### src/rtl/dpram_loader.sv
// Write-side feeder for a dual-port RAM: sweeps the RAM to a fixed value, then turns
// the HPS download byte stream into port-A write cycles, packing byte pairs in 16-bit mode.
module dpram_loader #(
    parameter int                      addr_width_g  = 8,
    parameter int                      data_width_g  = 8,
    parameter logic [24:0]             base_addr_g   = 25'h0,
    parameter logic [data_width_g-1:0] clear_value_g = '0
) (
    input  logic                    clock,
    input  logic                    reset_n,
    input  logic                    clear_req,
    input  logic                    ioctl_download,
    input  logic                    ioctl_wr,
    input  logic [24:0]             ioctl_addr,
    input  logic [7:0]              ioctl_dout,
    output logic                    ioctl_wait,
    output logic [addr_width_g-1:0] ram_address,
    output logic [data_width_g-1:0] ram_data,
    output logic                    ram_wren,
    output logic                    busy,
    output logic                    done
);

    localparam bit WIDE    = (data_width_g == 16);
    localparam int BYTE_AW = addr_width_g + (WIDE ? 1 : 0);

    typedef enum logic [1:0] {CLEAR, IDLE, LOAD, FLUSH} state_t;

    state_t                  state, state_next;
    logic [addr_width_g-1:0] sweep, sweep_next;
    logic                    pending, pending_next;
    logic [7:0]              low_latch, low_latch_next;
    logic [addr_width_g-1:0] pend_addr, pend_addr_next;
    logic [addr_width_g-1:0] address_next;
    logic [data_width_g-1:0] data_next;
    logic                    wren_next, wait_next, done_next;

    logic [31:0]             off;
    logic                    in_range;
    logic [addr_width_g-1:0] word_addr;

    // Offset is taken in 32 bits so base + region size cannot wrap the 25-bit bus.
    assign off       = {7'd0, ioctl_addr} - {7'd0, base_addr_g};
    assign in_range  = (ioctl_addr >= base_addr_g) && (off < (32'd1 << BYTE_AW));
    assign word_addr = off[BYTE_AW-1 -: addr_width_g];
    assign busy      = (state != IDLE);

    always_comb begin
        state_next     = state;
        sweep_next     = sweep;
        pending_next   = pending;
        low_latch_next = low_latch;
        pend_addr_next = pend_addr;
        address_next   = ram_address;
        data_next      = ram_data;
        wren_next      = 1'b0;
        done_next      = 1'b0;
        wait_next      = (state == CLEAR) || (state == FLUSH);
        case (state)
            CLEAR: begin
                wren_next    = 1'b1;
                address_next = sweep;
                data_next    = clear_value_g;
                sweep_next   = sweep + addr_width_g'(1);
                if (&sweep) begin
                    state_next = IDLE;
                    done_next  = 1'b1;
                end
            end
            IDLE: begin
                if (ioctl_download) begin
                    state_next   = LOAD;
                    pending_next = 1'b0;
                end else if (clear_req) begin
                    state_next = CLEAR;
                    sweep_next = '0;
                end
            end
            LOAD: begin
                if (ioctl_wr && in_range) begin
                    if (!WIDE) begin
                        wren_next    = 1'b1;
                        address_next = word_addr;
                        data_next    = data_width_g'(ioctl_dout);
                    end else if (!off[0]) begin
                        low_latch_next = ioctl_dout;
                        pending_next   = 1'b1;
                        pend_addr_next = word_addr;
                    end else begin
                        // An odd byte always writes, even if its low half never arrived.
                        wren_next    = 1'b1;
                        address_next = word_addr;
                        data_next    = data_width_g'({ioctl_dout, low_latch});
                        pending_next = 1'b0;
                    end
                end
                if (!ioctl_download) state_next = FLUSH;
            end
            FLUSH: begin
                if (pending) begin
                    wren_next    = 1'b1;
                    address_next = pend_addr;
                    data_next    = data_width_g'(low_latch);
                    pending_next = 1'b0;
                end
                state_next = IDLE;
                done_next  = 1'b1;
            end
            default: state_next = CLEAR;
        endcase
    end

    always_ff @(posedge clock or negedge reset_n) begin
        if (!reset_n) begin
            state       <= CLEAR;
            sweep       <= '0;
            pending     <= 1'b0;
            low_latch   <= 8'h00;
            pend_addr   <= '0;
            ram_address <= '0;
            ram_data    <= '0;
            ram_wren    <= 1'b0;
            ioctl_wait  <= 1'b1;
            done        <= 1'b0;
        end else begin
            state       <= state_next;
            sweep       <= sweep_next;
            pending     <= pending_next;
            low_latch   <= low_latch_next;
            pend_addr   <= pend_addr_next;
            ram_address <= address_next;
            ram_data    <= data_next;
            ram_wren    <= wren_next;
            ioctl_wait  <= wait_next;
            done        <= done_next;
        end
    end

endmodule

### config.mk
export PLATFORM = sky130hd
export DESIGN_NAME = dpram_loader
export DESIGN_NICKNAME = d
export VERILOG_FILES = /design/src/rtl/dpram_loader.sv
export SDC_FILE = /design/constraint.sdc
export NUM_CORES = 1
export LEC_CHECK = 0
export CORE_MARGIN = 3
export CORE_UTILIZATION = 40
export DETAILED_ROUTE_END_ITERATION = 16
export PLACE_DENSITY_LB_ADDON = 0.2
export SKIP_CTS_REPAIR_TIMING = 1
export SYNTH_ARGS = -nofsm -noshare
export SYNTH_HDL_FRONTEND = slang
export SYNTH_SLANG_ARGS = --single-unit
### constraint.sdc
create_clock -name clock -period 1.8 [get_ports clock]
set_input_delay 0.54 -clock clock [delete_from_list [all_inputs] [get_ports clock]]
set_output_delay 0.54 -clock clock [all_outputs]
set_load 0.05 [all_outputs]
==> results of run 1 <==
-- through the flow --
stage | TNS [ns] | worst slack [ns] | utilization (%) | instances
6_report | 0 | 0.0253 | 69.9 | 284
5_1_grt | -0.482 | -0.0630 | 69.9 | 284
4_1_cts | -2.16 | -0.166 | 66.0 | 280
2_1_floorplan | -0.210 | -0.0525 | - | 160
3_5_place_dp | -6.86 | -0.452 | 63.7 | 272
3_3_place_gp | -6.39 | -0.427 | 63.7 | 272
-- final timing paths --
kind / slack [ns] / cells past startpoint / to
worst max-delay path: 0.03 / 6 / ram_data[1]
worst min-delay path: 0.50 / 1 / sweep[7]
worst max register to register: 0.03 / 7 / ram_data[1]
worst min register to register: 0.50 / 1 / sweep[7]
max in group asynchronous: 0.83 / 2 / ioctl_wait
min in group asynchronous: 0.64 / 2 / ram_wren
-- metal layers --
layer	vias to the layer above	global-route usage, %	wire (um)
met5	-	0	0
li1	724	-	-
met1	737	23.3	1920
met3	10	5.07	236
met2	45	33.6	2490
met4	0	5.74	80
-- flip-flops by register name (all words and copies together), names as in the netlist --
signal and flops:
done 1, ioctl_wait 1, ram_address 8, ram_data 8, ram_wren 1, state 2
sweep 8
-- area by class of cell --
type / count / area [um^2] / share of cell area (%)
Multi-Input combinational cell: 114 / 905 / 34.3
Timing Repair Buffer: 76 / 822 / 31.2
Tap cell: 48 / 60.1 / 2.28
Clock inverter: 3 / 17.5 / 0.664
Sequential cell: 29 / 728 / 27.6
Inverter: 9 / 36.3 / 1.38
Clock buffer: 5 / 68.8 / 2.61
-- cell usage in the layout (no fill, tap or decap), types with 5 or more instances in the layout --
cell type        instances
nand2_1                 23
buf_12                   9
clkbuf_8                 5
clkdlybuf4s50_1         20
dfrtp_1                 27
a21oi_1                 10
inv_1                    5
buf_4                   29
dlymetal6s2s_1          17
mux2i_1                 13
nor2_1                   5
o21ai_0                 10
-- worst max-delay path, delay by kind of cell --
family | cells | cell delay, ns
buffers and inverters | 2 | 0.58
multiplexers | 1 | 0.19
AND/OR/NAND/NOR | 3 | 0.66
-- kinds of logic (layout without fill, tap and decap cells) --
kind of cell / Yosys count / count (layout) / share of synthesized area, %
flops: 29 / 29 / 44.9
fa+ha+maj: 6 / 6 / 4.64
buf+inv: 17 / 93 / 4.17
simple gates: 55 / 55 / 19.0
compound gates: 34 / 34 / 14.2
mux: 19 / 19 / 13.1
-- report_power, final --
group | internal, mW | switching (mW)
clock network | 0.266 | 0.270
registers | 0.793 | 0.126
logic | 1.01 | 1.06
total | 2.07 | 1.45
==> results_dict.tcl, run 1 <==
set metrics [dict create \
    outcome "finished clean" \
    cts-root-buf "clkbuf_8" \
    htree_levels 2 \
    finalCritPeriodShare_pct 98.6 \
    timing.rr.start "state[0]" \
    ant_nets 0 \
    die-height_um 69.6 \
    dpl.hpwl_um 3380 \
    worstSkewPairLatency_ns 0.28 \
    crit_required_ns 2.00 \
    synthDominantCellAreaShare_pct 43.3 \
    slowest_stage "clkdlybuf4s50_1" \
    synth_commonest_cells "dfrtp_1 (28), nand2_1 (24), mux2i_1 (14)" \
    worst_hold_slack_ns 0.502 \
    layout_min_cycle_time_ns 1.77 \
    worstPathCellList "clkdlybuf4s50_1, nor3_2, nand2_1, or3_1, buf_6, mux2i_2" \
    cts.path.max_buffers 2 \
    finalWirelength_um 4730 \
    rsz0062_at_grt "yes" \
    async_reset_ff_share_pct 100 \
    setup_viol 0 \
    synth_edf_count 0 \
    critPathKind "primary input to register" \
    ir_drop_mv 1.04 \
    dieArea_um2 4850 \
    yosysSeqAreaShare_pct 44.9 \
    place.gp.congestion 0.880 \
    path_clk_slew_ns 0.07 \
    crit_start "ioctl_addr[20]" \
    cts_sinks 29 \
    synth_top_cell_by_area "dfrtp_1" \
    ys_seq_elements 29 \
    synthCells 160 \
    cp-start-kind "primary input" \
    fin_area_um2 2640 \
    fp.coreArea_um2 3770 \
    netlist_area_um2 1620 \
    drc_errors 0 \
    p_leak_nw 1.31 \
    grt.overflow.total 0 \
    finalPower_mw 3.52 \
    area_growth_pct 62.9 \
    grt_max_degree 30 \
    critPathArrivalTime_ns 1.97 \
    grt_pass1_wl_um 7550 \
    crit_path_max_fanout 8 \
    final_hold_viol_count 0 \
    drive_above_1_share_pct 31.4 \
    numCtsBuffers 5 \
    via_per_inst 5.34 \
    synth.most_common_cell "dfrtp_1" \
    gr-usage-all-layers_pct 19.3 \
    cts_tree "yes" \
    initial_core_util_pct 42.9 \
    slew_headroom_pct 74.5 \
    antenna_found_initial 0 \
    synth.area.top_cells "dfrtp_1 (43%), mux2i_1 (8.7%), nand2_1 (5.6%)" \
    synthFlopType "dfrtp_1" \
    io_buffers 57 \
    synthesis.nets 204 \
    yosysUniqueCellTypes 36 \
    max_freq_mhz 563 \
    synth_warnings 0 \
    drtIter0Drc 88 \
    max-cap-violations 0 \
    avgSynthCellArea_um2 10.1 \
    hold_class "register to register" \
    antenna_cells 0 \
    die_x_um 69.6 \
    wl_per_cell_um 16.6 \
    grt_pass1_vias 1544 \
    dpl-instance-area_um2 2400 \
    critPathCaptureType "register" \
    first_pass_iters 4 \
    slowest_delay_ns 0.41 \
    nets 279 \
    ios 58 \
    finClkSkew_ns 0.00472 \
    holdCritStartpoint "sweep[7]" \
    row_count 22 \
    worst_pin_slew_ns 0.382 \
    slew_viol_final 0 \
    vias 1516 \
    power_density_nw_per_um2 1330 \
    fill_cells 278 \
]
Note: power is estimated with default switching activity, not from simulation.
==> run 2: changes to the inputs <==
- CAP_MARGIN: default -> 15
==> results of run 2 <==
The final DEF is identical to that of run 1; final timing and power are the same.
==> run 3: changes to the inputs <==
- clock period: 1.8 -> 1.5 ns (I/O delays scaled with it)
==> results_dict.tcl, run 3 (synthesis gave the netlist of run 1 again) <==
set metrics [dict create \
    worstSkewPairLatency_ns 0.29 \
    clkPwrFrac_pct 19.2 \
    internal_power_mw 3.15 \
    die_x_um 69.6 \
    initial_core_util_pct 42.9 \
    nets 297 \
    antenna_cells 0 \
    wl_per_cell_um 18.7 \
    via_per_inst 5.37 \
    drtIter0Drc 60 \
    final_cell_mix "buf_4 (29), dfrtp_1 (27), nand2_1 (22), clkdlybuf4s50_1 (22), buf_12 (21)" \
    fill_cells 205 \
    grt_max_degree 25 \
    ios 58 \
    io_buffers 57 \
    path_clk_slew_ns 0.06 \
    dpl-instance-area_um2 2710 \
    finalCritPeriodShare_pct 123 \
    vias 1621 \
    finClkSkew_ns 0.00551 \
    critPathArrivalTime_ns 2.05 \
    worstPathCellList "inv_2, ha_4, nor4b_4, nand4_1, or3_4, buf_6, mux2i_1" \
    fin_area_um2 3040 \
    slew_headroom_pct 74.9 \
    crit_required_ns 1.71 \
    swShare_pct 38.1 \
    max-cap-violations 0 \
    cts.path.max_buffers 2 \
    slowest_stage "dfrtp_1" \
    p_comb_share_pct 58.8 \
    row_count 22 \
    drive_above_1_share_pct 37.8 \
    finalWirelength_um 5640 \
    rsz0062_at_grt "yes" \
    htree_levels 2 \
    crit_path_max_fanout 8 \
    grt_pass1_wl_um 8050 \
    setup_viol 25 \
    first_pass_iters 4 \
    p_leak_nw 1.47 \
    cts_sinks 29 \
    outcome "finished, violations left" \
    layout_min_cycle_time_ns 1.84 \
    antenna_found_initial 0 \
    failed_checks "negative setup slack" \
    cts-root-buf "clkbuf_8" \
    die-height_um 69.6 \
    ir_drop_mv 1.39 \
    final_common_cell "buf_4" \
    numCtsBuffers 5 \
    top_regs "ram_address (8), ram_data (8), sweep (8)" \
    worst_hold_slack_ns 0.444 \
    pwr-share-seq_pct 21.9 \
    grt_util_met3_pct 5.94 \
    slew_viol_final 0 \
    grt_use_met2_pct 37.7 \
    slowest_delay_ns 0.42 \
    area_growth_pct 87.8 \
    cp-start-kind "register" \
    ant_nets 0 \
    max_freq_mhz 543 \
    p_switching_mw 1.94 \
    grt.busiest_layer "met2" \
    drc_errors 0 \
    grt_pass1_vias 1710 \
    place.gp.congestion 0.843 \
    fin_ws_ns -0.340 \
    grtUsageMet1_pct 24.1 \
    critPathCaptureType "register" \
    critPathKind "register to register" \
    dpl.hpwl_um 3790 \
    power_density_nw_per_um2 1670 \
    grt.overflow.total 0 \
    worst_pin_slew_ns 0.376 \
    fp.coreArea_um2 3770 \
    dieArea_um2 4850 \
    hold_class "primary input to async pin" \
    gr-usage-all-layers_pct 20.9 \
    final_hold_viol_count 0 \
    cts_tree "yes" \
]
## run 3: changes by cell type in the layout (fill, tap and decap cells not counted), moves of 2 or more
cell / before / now
buf_12: 9 / 21
buf_6: 1 / 7
o21ai_0: 10 / 7
o21ai_1: 0 / 3
bufinv_16: 0 / 2
clkdlybuf4s50_1: 20 / 22
dlymetal6s2s_1: 17 / 15
ha_2: 2 / 0
## run 3: worst paths after layout
kind	slack, ns	start	end	cells after the start
setup / recovery	-0.34	state[0]	ram_data[5]	7
setup reg to reg	-0.34	state[0]	ram_data[5]	7
hold reg to reg	0.56	sweep[4]	sweep[4]	2
hold / removal	0.44	reset_n	ram_wren	1
max in group asynchronous	0.61	reset_n	ram_address[1]	2
min in group clock	0.56	sweep[4]	sweep[4]	2
## run 3: worst max-delay path, delay by kind of cell (launching register included)
kind | cells | cell delay [ns]
muxes | 1 | 0.16
buffers and inverters | 2 | 0.27
and+or+nand+nor | 3 | 0.72
DFF | 1 | 0.42
adders and majority gates | 1 | 0.17
## run 3: layer usage
layer  wire length (um)  vias to the layer above
met5                  0                        -
met4                139                        0
met3                266                       13
met2               3090                       56
met1               2140                      797
li1                   -                      755
## run 3: area by class of cell
cell class                 instances  area (um^2)  area share (%)
clock buffer                       5         68.8            2.26
clock inverter                     3         65.1            2.14
inverter                           9         36.3            1.19
multi-input combinational        114          957            31.5
sequential                        29          728            24.0
tap                               48         60.1            1.98
timing repair buffer              94         1120            37.0
## run 3: power groups by stage
stage | sequential, mW | combinational (mW) | clock (mW)
2_1_floorplan | 1.42 | 0.950 | 0
3_3_place_gp | 1.11 | 2.53 | 0
3_5_place_dp | 1.12 | 2.60 | 0
4_1_cts | 1.11 | 2.61 | 0.981
5_1_grt | 1.13 | 3.16 | 1.04
6_report | 1.11 | 2.99 | 0.978
## run 3: metrics by stage
stage	setup WS [ns]	total power [mW]	util [%]	TNS [ns]	cells
6_report	-0.340	5.08	80.6	-5.67	302
5_1_grt	-0.415	5.33	80.6	-7.56	302
4_1_cts	-0.403	4.69	75.4	-7.15	299
3_5_place_dp	-0.684	3.72	71.8	-12.58	291
3_3_place_gp	-0.622	3.63	71.8	-10.88	291
2_1_floorplan	-0.352	2.37	-	-3.45	160
